--- config.mk ---
export PLATFORM = sky130hd
export DESIGN_NAME = brwm_arbiter
export DESIGN_NICKNAME = d
export VERILOG_FILES = /design/src/rtl/brwm_arbiter.sv
export SDC_FILE = /design/constraint.sdc
export NUM_CORES = 1
export LEC_CHECK = 0
export ABC_AREA = 1
export CORE_ASPECT_RATIO = 0.8
export CORE_UTILIZATION = 35
export CTS_CLUSTER_DIAMETER = 200
export DETAILED_ROUTE_END_ITERATION = 8
export MAX_ROUTING_LAYER = met4
export PLACE_DENSITY = 0.74
export SYNTH_ARGS = -nofsm -noshare
export SYNTH_HDL_FRONTEND = slang
export SYNTH_SLANG_ARGS = --single-unit
--- constraint.sdc ---
create_clock -name clk_i -period 2.67 [get_ports clk_i]
set_input_delay 0.534 -clock clk_i [delete_from_list [all_inputs] [get_ports clk_i]]
set_output_delay 0.534 -clock clk_i [all_outputs]
set_load 0.02 [all_outputs]
--- src/rtl/brwm_arbiter.sv ---
// Round-robin arbiter and sequencer sharing one BRWM read/write engine among NREQ requesters.
// Optional WAIT_DONE timeout enabled by defining BRWM_ARB_TIMEOUT_EN.
module brwm_arbiter #(
  parameter int unsigned NREQ         = 2,
  parameter int unsigned DW           = 8,
  parameter int unsigned CLEAR_CYCLES = 4,
  parameter int unsigned TIMEOUT      = 255
) (
  input  logic               clk_i,
  input  logic               rst_i,
  input  logic [NREQ-1:0]    req_i,
  input  logic [NREQ-1:0]    req_rw_i,
  input  logic [NREQ*DW-1:0] req_wdata_i,
  input  logic [NREQ-1:0]    req_last_i,
  input  logic               stall_i,
  input  logic               flush_i,
  output logic [NREQ-1:0]    grant_o,
  output logic               beat_ack_o,
  output logic [DW-1:0]      rd_data_o,
  output logic               rd_valid_o,
  output logic               busy_o,
  output logic               error_o,
  output logic               mem_on_off_o,
  output logic               mem_rw_o,
  output logic               mem_clear_o,
  output logic               mem_pause_o,
  output logic [DW-1:0]      mem_data_in_o,
  input  logic [DW-1:0]      mem_data_out_i,
  input  logic               mem_done_i
);

  localparam int unsigned IW = (NREQ > 1) ? $clog2(NREQ) : 1;
  localparam int unsigned CW = $clog2(CLEAR_CYCLES + 1);

  typedef enum logic [2:0] {
    ST_IDLE,
    ST_CLEAR,
    ST_XFER,
    ST_WAIT,
    ST_REL
  } state_e;

  state_e        state_q, state_d;
  logic [IW-1:0] rr_q, rr_d;
  logic [IW-1:0] gnt_idx_q, gnt_idx_d;
  logic          rw_q, rw_d;
  logic          flush_pend_q, flush_pend_d;
  logic [CW-1:0] clr_cnt_q, clr_cnt_d;
  logic [DW-1:0] rd_data_q, rd_data_d;
  logic          rd_valid_q, rd_valid_d;
  logic          pick_vld;
  logic [IW-1:0] pick_idx;
  logic          in_burst;
  logic          beat;

`ifdef BRWM_ARB_TIMEOUT_EN
  logic [7:0]    to_cnt_q, to_cnt_d;
  logic          err_q, err_d;
`endif

  // Rotating priority search starting at the round-robin pointer
  always_comb begin : p_pick
    int unsigned j;
    j        = 0;
    pick_vld = 1'b0;
    pick_idx = '0;
    for (int unsigned k = 0; k < NREQ; k++) begin
      j = int'(rr_q) + k;
      if (j >= NREQ) j = j - NREQ;
      if (!pick_vld && req_i[j]) begin
        pick_vld = 1'b1;
        pick_idx = IW'(j);
      end
    end
  end

  assign in_burst = (state_q == ST_XFER) || (state_q == ST_WAIT);
  assign beat     = (state_q == ST_XFER) && !stall_i;

  always_comb begin
    state_d      = state_q;
    rr_d         = rr_q;
    gnt_idx_d    = gnt_idx_q;
    rw_d         = rw_q;
    flush_pend_d = flush_pend_q | flush_i;
    clr_cnt_d    = clr_cnt_q;
    rd_data_d    = rd_data_q;
    rd_valid_d   = beat && !rw_q;
`ifdef BRWM_ARB_TIMEOUT_EN
    to_cnt_d     = to_cnt_q;
    err_d        = err_q;
`endif
    if (beat && !rw_q) rd_data_d = mem_data_out_i;

    unique case (state_q)
      ST_IDLE: begin
        if (flush_pend_q) begin
          state_d      = ST_CLEAR;
          flush_pend_d = flush_i;
          clr_cnt_d    = '0;
        end else if (pick_vld) begin
          state_d   = ST_XFER;
          gnt_idx_d = pick_idx;
          rw_d      = req_rw_i[pick_idx];
        end
      end
      ST_CLEAR: begin
        if (clr_cnt_q == CW'(CLEAR_CYCLES - 1)) state_d = ST_IDLE;
        else clr_cnt_d = clr_cnt_q + 1'b1;
      end
      ST_XFER: begin
`ifdef BRWM_ARB_TIMEOUT_EN
        to_cnt_d = '0;
`endif
        if (beat && req_last_i[gnt_idx_q]) state_d = ST_WAIT;
      end
      ST_WAIT: begin
        if (mem_done_i) begin
          state_d = ST_REL;
`ifdef BRWM_ARB_TIMEOUT_EN
        end else if (to_cnt_q == 8'(TIMEOUT - 1)) begin
          state_d = ST_REL;
          err_d   = 1'b1;
        end else begin
          to_cnt_d = to_cnt_q + 1'b1;
`endif
        end
      end
      ST_REL: begin
        state_d = ST_IDLE;
        rr_d    = (gnt_idx_q == IW'(NREQ - 1)) ? '0 : gnt_idx_q + 1'b1;
      end
      default: state_d = ST_IDLE;
    endcase
  end

  always_ff @(posedge clk_i or posedge rst_i) begin
    if (rst_i) begin
      state_q      <= ST_IDLE;
      rr_q         <= '0;
      gnt_idx_q    <= '0;
      rw_q         <= 1'b0;
      flush_pend_q <= 1'b0;
      clr_cnt_q    <= '0;
      rd_data_q    <= '0;
      rd_valid_q   <= 1'b0;
    end else begin
      state_q      <= state_d;
      rr_q         <= rr_d;
      gnt_idx_q    <= gnt_idx_d;
      rw_q         <= rw_d;
      flush_pend_q <= flush_pend_d;
      clr_cnt_q    <= clr_cnt_d;
      rd_data_q    <= rd_data_d;
      rd_valid_q   <= rd_valid_d;
    end
  end

`ifdef BRWM_ARB_TIMEOUT_EN
  always_ff @(posedge clk_i or posedge rst_i) begin
    if (rst_i) begin
      to_cnt_q <= '0;
      err_q    <= 1'b0;
    end else begin
      to_cnt_q <= to_cnt_d;
      err_q    <= err_d;
    end
  end
  assign error_o = err_q;
`else
  assign error_o = 1'b0;
`endif

  // Control pins decode from state so reset drops on_off asynchronously
  assign grant_o       = in_burst ? (NREQ'(1) << gnt_idx_q) : '0;
  assign beat_ack_o    = beat;
  assign busy_o        = (state_q != ST_IDLE);
  assign mem_on_off_o  = in_burst || (state_q == ST_CLEAR);
  assign mem_rw_o      = in_burst && rw_q;
  assign mem_clear_o   = (state_q == ST_CLEAR);
  assign mem_pause_o   = in_burst && stall_i;
  assign mem_data_in_o = ((state_q == ST_XFER) && rw_q) ? req_wdata_i[gnt_idx_q*DW +: DW] : '0;
  assign rd_data_o     = rd_data_q;
  assign rd_valid_o    = rd_valid_q;

endmodule
==> results of run 1 <==
==> path summary, 6_finish.rpt <==
| check | startpoint | endpoint |
|---|---|---|
| max | state_q[2] | mem_data_in_o[4] |
| min in group asynchronous | rst_i | clr_cnt_q[0] |
| min reg2reg | rd_data_o[3] | rd_data_o[3] |
| max in group asynchronous | rst_i | rd_data_o[1] |
| min | rd_data_o[3] | rd_data_o[3] |
| max reg2reg | state_q[0] | gnt_idx_q |
==> cell type report <==
cell class | count | area share (%)
repair buffers | 60 | 34.0
multi-input cells | 110 | 29.1
flip-flops and latches | 19 | 26.7
inverters | 22 | 4.92
well taps | 38 | 2.67
clock buffers | 3 | 2.32
clock inverters | 1 | 0.281
==> flip-flops by register name, indices dropped and copies added, names as in the netlist <==
register	cells
rd_data_o	8
rr_q	1
clr_cnt_q	3
gnt_idx_q	1
rw_q	1
flush_pend_q	1
state_q	3
rd_valid_o	1
==> kinds of logic after synthesis <==
family / after synthesis
adder cells (fa/ha/maj): 2
AO/OA/AOI/OAI: 18
AND/OR/NAND/NOR: 88
buffers and inverters: 25
flip-flops: 19
other: 1
multiplexers: 1
==> timing repair <==
action | in CTS | in global routing
endpoints found under the hold margin | 0 | 0
gates resized for setup | 0 | 4
hold buffers | 0 | 0
setup endpoints to repair | 0 | 8
buffers inserted | 0 | 0
==> critical path, cell delays in order (launching register included) <==
cell and delay (ns):
sky130_fd_sc_hd__dfrtp_1 0.45, sky130_fd_sc_hd__inv_2 0.11, sky130_fd_sc_hd__nand2_2 0.10, sky130_fd_sc_hd__nor2_4 0.16
sky130_fd_sc_hd__nand2_2 0.15, sky130_fd_sc_hd__a21oi_1 0.16, sky130_fd_sc_hd__clkdlybuf4s50_1 0.62
==> power by group through the flow <==
stage               Clock (uW)  Combinational, uW  Sequential [uW]
global route               211                863              489
floorplan                    0                429              515
CTS                        201                786              473
detailed placement           0                783              476
global placement             0                763              472
finish                     195                777              475
==> routing by layer <==
| layer | share of wire, % | track usage [%] | routed length [um] | vias up |
|---|---|---|---|---|
| li1 | - | - | - | 593 |
| met1 | 45 | 23.1 | 1290 | 537 |
| met2 | 48 | 30.9 | 1360 | 36 |
| met3 | 5.3 | 3.07 | 149 | 6 |
| met4 | 1.4 | 5.93 | 41 | 0 |
| met5 | 0 | - | 0 | - |
==> synth_stat cells, types with 2 or more instances <==
library cell               instances
sky130_fd_sc_hd__ha_1              2
sky130_fd_sc_hd__a21oi_1          11
sky130_fd_sc_hd__dfrtp_1          19
sky130_fd_sc_hd__nand2_2           2
sky130_fd_sc_hd__inv_2             4
sky130_fd_sc_hd__clkbuf_1          2
sky130_fd_sc_hd__inv_1            17
sky130_fd_sc_hd__nand2_1          60
sky130_fd_sc_hd__nor2_1           13
sky130_fd_sc_hd__nand3_1           6
sky130_fd_sc_hd__nor2_2            3
sky130_fd_sc_hd__o21ai_1           3
==> layout by cell type (no fill, tap or decap) <==
master / instances
sky130_fd_sc_hd__o21ai_1: 3
sky130_fd_sc_hd__a31oi_1: 1
sky130_fd_sc_hd__mux2i_1: 1
sky130_fd_sc_hd__nor2_1: 13
sky130_fd_sc_hd__nor2_4: 1
sky130_fd_sc_hd__nor2_2: 3
sky130_fd_sc_hd__nand3_1: 6
sky130_fd_sc_hd__nor2_8: 1
sky130_fd_sc_hd__dlymetal6s2s_1: 3
sky130_fd_sc_hd__inv_2: 4
sky130_fd_sc_hd__nand2_2: 3
sky130_fd_sc_hd__o21ai_0: 1
sky130_fd_sc_hd__conb_1: 1
sky130_fd_sc_hd__dfrtp_1: 19
sky130_fd_sc_hd__a21oi_1: 11
sky130_fd_sc_hd__buf_4: 1
sky130_fd_sc_hd__nand2_4: 1
sky130_fd_sc_hd__clkinv_2: 1
sky130_fd_sc_hd__inv_1: 17
sky130_fd_sc_hd__nor3_1: 1
sky130_fd_sc_hd__inv_6: 1
sky130_fd_sc_hd__clkdlybuf4s50_1: 56
sky130_fd_sc_hd__ha_1: 2
sky130_fd_sc_hd__o22ai_1: 1
sky130_fd_sc_hd__nand2_1: 59
sky130_fd_sc_hd__o21bai_1: 1
sky130_fd_sc_hd__clkbuf_8: 3
==> through the flow <==
step,instance area (um^2),hold WS [ns],std cells,util (%)
3_3_place_gp,1730,0.462,249,60.1
5_1_grt,1780,0.514,253,62.0
4_1_cts,1770,0.489,253,61.7
2_1_floorplan,1090,0.457,154,-
3_5_place_dp,1730,0.464,249,60.1
6_report,1780,0.484,253,62.0
==> impl_results.rst, run 1 <==
.. list-table::
   :header-rows: 1

   * - Metric
     - Value
   * - Setup Crit Path Kind
     - register to primary output
   * - Kind of end point of the critical path
     - primary output
   * - Wire length of the first global-routing pass
     - 4720 um
   * - Number of CTS-inserted buffers
     - 3
   * - Minimum setup slack after placement
     - 0.191 ns
   * - Number of unique standard cell types used by synthesis
     - 24
   * - Max Fanout on Critical Path
     - 8
   * - Combinational Power Share
     - 53.7%
   * - Clock group share of total power
     - 13.5%
   * - Share of cell area taken by muxes after synthesis
     - 0.914%
   * - Clock tree from TritonCTS
     - built
   * - DRT Pass-1 Iters
     - 4
   * - Area of the multi-input gates
     - 519 um^2
   * - Setup TNS Final
     - 0 ns
   * - HP Class
     - register to register
   * - Number of violations of the max-capacitance limit
     - 0
   * - Final hold viol count
     - 0
   * - Core Region
     - 2870 um^2
   * - Setup violation total in the final timing report
     - 0
   * - Simple-gate share of the synthesized area
     - 35.0%
   * - Min Clock Period, post-route
     - 2.54 ns
   * - Initial cell density of the core
     - 38.1%
   * - Adder and majority gate portion of the synthesized area
     - 2.29%
   * - Number of antenna repair diodes
     - 0
   * - Nets@finish
     - 253
   * - Startpoint type of the worst setup path
     - register
   * - Slew at the pin closest to its max-slew limit
     - 0.708 ns
   * - Worst slew slack as a fraction of its limit
     - 52.8%
   * - Top-level port count
     - 61
   * - Average footprint of a synthesized cell
     - 7.11 um^2
   * - CTS Buffer Depth
     - 2
   * - DIE AREA
     - 3360 um^2
   * - EDFF count, synth
     - 0
   * - Weighted congestion at the end of routability-driven global placement
     - 0.855
   * - Number of design-rule violations left by the first detailed-router iteration
     - 49
   * - Floorplan die height
     - 52.0 um
   * - Total power draw
     - 1450 uW
   * - Arr. time, crit path
     - 2.01 ns
   * - Sinks on the clock net
     - 19
   * - Relative area change from synthesis to final layout
     - 62.7%
   * - Seq pwr share
     - 32.8%
   * - Skew-Pair Late Insertion Delay
     - 0.25 ns
   * - Async set-or-reset flop fraction in the synthesized netlist
     - 100%
   * - Remaining design rule violation count
     - 0
   * - Data required time at the worst endpoint
     - 2.14 ns
   * - Total grt overflow
     - 0
   * - Xor-xnor portion of the synthesized cell area
     - 0%
   * - PortBufs
     - 59
   * - Upper clock frequency limit
     - 0.393 GHz
   * - Total wire length
     - 2830 um
   * - Number of warnings issued by yosys
     - 0
   * - Sequential element share of the synthesized area
     - 43.4%
   * - Dominant cell type by area after synthesis
     - sky130_fd_sc_hd__dfrtp_1
   * - Cell area power density
     - 812 nW/um^2
   * - Leakage component of the power
     - 0.000927 uW
   * - Fraction of power spent switching nets
     - 42.4%
   * - Via/cell ratio
     - 4.63
   * - Area used by sequential logic in the layout
     - 475 um^2
   * - Num rows
     - 17
   * - Dominant combinational cell family by area after synthesis
     - simple AND/OR/NAND/NOR gates
   * - Maximum number of pins on one net before global-route repair
     - 20
   * - Fraction of post-synthesis cell area in the top cell type by area
     - 43.4%
   * - Hold path depth
     - 2
   * - Clock Root Buffer
     - sky130_fd_sc_hd__clkbuf_8
   * - Sum of net half-perimeters after detailed placement
     - 2260 um
   * - Status
     - completed
   * - Net switching power of the design
     - 614 uW
   * - Share of cells above drive strength 1
     - 8.84%
   * - Filler instances
     - 257
   * - Vias post-DR
     - 1172
   * - P_int
     - 833 uW
   * - FF-to-FF setup slack
     - 1.25 ns
   * - Via count of the first global-routing pass
     - 1132
   * - Top cells by area, synth
     - sky130_fd_sc_hd__dfrtp_1 43%, sky130_fd_sc_hd__nand2_1 21%, sky130_fd_sc_hd__inv_1 5.8%
   * - Complex-gate fraction of the synthesized area
     - 8.69%
   * - Number of nets in the synthesized netlist
     - 191
   * - Antenna violations before repair
     - 0
   * - Routed length per placed instance
     - 11.2 um
   * - Length in cells of the worst reg-to-reg path
     - 6
   * - Post-DRT Antenna Nets
     - 0
   * - H-tree depth
     - 1
   * - FF+latch count, synth
     - 19
   * - Summed instance area of the synthesized netlist
     - 1090 um^2
   * - Max-slew violation total from the final report
     - 0
   * - Synth Flop Type
     - sky130_fd_sc_hd__dfrtp_1
   * - Final critical-path setup slack
     - 0.126 ns
   * - GRT Util Overall
     - 18.5%
   * - Mapped Cells
     - 154
   * - Fraction of the cycle the final worst path needs
     - 95.3%
   * - Unrepaired setup endpoints after global routing
     - false
   * - Die Width
     - 64.5 um
   * - Post-route clock skew
     - 0.00211 ns
   * - IR Drop Worst-Case VDD
     - 0.000529 V
   * - Clock-pin slew on the worst setup and hold paths
     - 0.07 ns
(Power assumes the default switching activity.)
==> inputs of run 2 (changes only) <==
--- a/config.mk
+++ b/config.mk
@@ -7,11 +7,11 @@
 export LEC_CHECK = 0
 export ABC_AREA = 1
 export CORE_ASPECT_RATIO = 0.8
-export CORE_UTILIZATION = 35
+export CORE_UTILIZATION = 34
 export CTS_CLUSTER_DIAMETER = 200
 export DETAILED_ROUTE_END_ITERATION = 8
 export MAX_ROUTING_LAYER = met4
-export PLACE_DENSITY = 0.74
+export PLACE_DENSITY = 0.75
 export SYNTH_ARGS = -nofsm -noshare
 export SYNTH_HDL_FRONTEND = slang
 export SYNTH_SLANG_ARGS = --single-unit
==> constraint.sdc (replaced) <==
create_clock -name clk_i -period 2.27 [get_ports clk_i]
set_input_delay 0.454 -clock clk_i [delete_from_list [all_inputs] [get_ports clk_i]]
set_output_delay 0.454 -clock clk_i [all_outputs]
set_load 0.02 [all_outputs]
==> run 2 against run 1 <==
- worst hold slack worse by 0.0033 ns
- power is 20% higher
- critical path depth decreased by 2
- utilization shrank 3.0 points
- first-iteration DRC count stayed put
- die area up 2.8%
- global-route usage decreased by 1.3 points
- final area rose by 2.2%
- critical endpoint is now mem_pause_o
==> impl_results.rst, run 2 (synthesized netlist as in run 1, its figures left out) <==
.. list-table::
   :header-rows: 1

   * - Metric
     - Value
   * - Setup violation total in the final timing report
     - 0
   * - Flip-flop count of the largest register after layout
     - 8
   * - Routed length per placed instance
     - 10.3 um
   * - Final hold viol count
     - 0
   * - Sinks on the clock net
     - 19
   * - HP Class
     - register to register
   * - H-tree depth
     - 1
   * - Via count of the first global-routing pass
     - 970
   * - IR Drop Worst-Case VDD
     - 0.000591 V
   * - Arr. time, crit path
     - 1.71 ns
   * - Core Region
     - 3090 um^2
   * - Highest-delay cell along the critical path
     - sky130_fd_sc_hd__clkdlybuf4s50_1
   * - Status
     - completed
   * - Post-DRT Antenna Nets
     - 0
   * - Remaining design rule violation count
     - 0
   * - DRT Pass-1 Iters
     - 4
   * - Relative area change from synthesis to final layout
     - 66.4%
   * - Share of cells above drive strength 1
     - 11.3%
   * - Clock Root Buffer
     - sky130_fd_sc_hd__clkbuf_8
   * - Max Fanout on Critical Path
     - 2
   * - Length in cells of the worst reg-to-reg path
     - 8
   * - Clock-pin slew on the worst setup and hold paths
     - 0.07 ns
   * - Number of antenna repair diodes
     - 0
   * - Setup Crit Path Kind
     - input pin to primary output
   * - Setup TNS Final
     - 0 ns
   * - Instance count on the critical path
     - 4
   * - Min Clock Period, post-route
     - 2.16 ns
   * - Maximum number of pins on one net before global-route repair
     - 20
   * - Clock tree from TritonCTS
     - built
   * - Quantity of gates resized following cts
     - 8
   * - Fraction of the cycle the final worst path needs
     - 95.3%
   * - Antenna violations before repair
     - 0
   * - Cells along the critical path
     - clkdlybuf4s50_1, inv_1, nor2_1, clkdlybuf4s50_1
   * - Number of design-rule violations left by the first detailed-router iteration
     - 49
   * - Max-slew violation total from the final report
     - 0
   * - Floorplan die height
     - 52.8 um
   * - Most common library cell in the layout ignoring fill and taps
     - sky130_fd_sc_hd__nand2_1
   * - Buf+Inv Stages, Crit Path
     - 3
   * - Kind of end point of the critical path
     - primary output
   * - Wire length of the first global-routing pass
     - 4420 um
   * - Vias post-DR
     - 1137
   * - Hold path depth
     - 2
   * - Sum of net half-perimeters after detailed placement
     - 2140 um
   * - Most Frequent Cell on Critical Path
     - sky130_fd_sc_hd__clkdlybuf4s50_1
   * - Post-route clock skew
     - 0.00299 ns
   * - Leakage component of the power
     - 0.000968 uW
   * - Total wire length
     - 2700 um
   * - Top-level port count
     - 61
   * - GRT Util Overall
     - 17.3%
   * - Initial cell density of the core
     - 35.5%
   * - Total grt overflow
     - 0
   * - Skew-Pair Late Insertion Delay
     - 0.26 ns
   * - Data required time at the worst endpoint
     - 1.82 ns
   * - Filler instances
     - 291
   * - Cell area power density
     - 951 nW/um^2
   * - CTS Buffer Depth
     - 2
   * - Upper clock frequency limit
     - 0.462 GHz
   * - Die Width
     - 65.4 um
   * - Cts hold-fix bufs
     - 0
   * - Number of CTS-inserted buffers
     - 3
   * - PortBufs
     - 59
   * - DIE AREA
     - 3450 um^2
   * - Unrepaired setup endpoints after global routing
     - false
   * - Commonest cells after routing, fill and taps aside
     - 60 x sky130_fd_sc_hd__nand2_1, 49 x sky130_fd_sc_hd__clkdlybuf4s50_1, 19 x sky130_fd_sc_hd__dfrtp_1
   * - Slowest stage delay, CP
     - 0.60 ns
   * - Via/cell ratio
     - 4.34
   * - Weighted congestion at the end of routability-driven global placement
     - 0.805
   * - Setup fix buffers added after clock tree synthesis
     - 0
   * - Startpoint type of the worst setup path
     - input pin
   * - Number of violations of the max-capacitance limit
     - 0
   * - Final hold slack
     - 0.481 ns
   * - Num rows
     - 18
   * - Nets@finish
     - 260
   * - Cell type group with the largest total delay on the critical path
     - buffers and inverters
-- run 2: cell types whose count changed in the layout (fill, tap and decap cells not counted), sizes merged --
cell,before,now
dlymetal6s2s,3,2
dlygate4sd2,0,8
clkdlybuf4s50,56,49
buf,1,8
-- run 2: worst min-delay path: stages, from the launching register on --
cell and delay [ns]:
sky130_fd_sc_hd__dfrtp_1 0.34, sky130_fd_sc_hd__nand2_1 0.05, sky130_fd_sc_hd__nand2_1 0.05
-- run 2: routing by layer --
layer / GRT usage [%] / share of wire [%] / vias up
met5: - / 0 / -
met4: 2.17 / 0 / 0
met3: 4.78 / 5.1 / 0
met2: 26.3 / 43 / 34
met1: 23.4 / 51 / 499
li1: - / - / 604
-- run 2: layout make-up --
class                   instances  area [um^2]  area share [%]
flip-flops and latches         19          475            26.1
clock inverters                 1         5.00           0.275
inverters                      22         87.6            4.81
clock buffers                   3         41.3            2.27
multi-input cells             110          517            28.4
repair buffers                 67          646            35.4
well taps                      40         50.0            2.75
-- run 2: stage by stage --
| step | utilization, % | instance area (um^2) | std cells | total power, uW | setup slack [ns] |
|---|---|---|---|---|---|
| after detailed placement | 57.7 | 1780 | 258 | 1510 | 0.0622 |
| after floorplan | - | 1090 | 154 | 1110 | 0.584 |
| after global routing | 59.0 | 1820 | 262 | 1880 | 0.0406 |
| final | 59.0 | 1820 | 262 | 1730 | 0.107 |
| after global placement | 57.7 | 1780 | 258 | 1500 | 0.0792 |
| after CTS | 58.9 | 1820 | 262 | 1750 | 0.0363 |
-- run 2: worst paths after layout --
path,from,end,slack (ns)
worst max-delay path,stall_i,mem_pause_o,0.11
max in group asynchronous,rst_i,state_q[1],1.56
worst max register to register,state_q[0],rw_q,0.84
worst min register to register,rd_data_o[7],rd_data_o[7],0.48
worst min-delay path,rd_data_o[7],rd_data_o[7],0.48
min in group asynchronous,rst_i,rd_data_o[4],0.51
-- run 2: where the power goes --
group / internal (uW) / switching (uW)
Clock: 122 / 113
Sequential: 462 / 74.5
Combinational: 421 / 540
Total: 1010 / 728
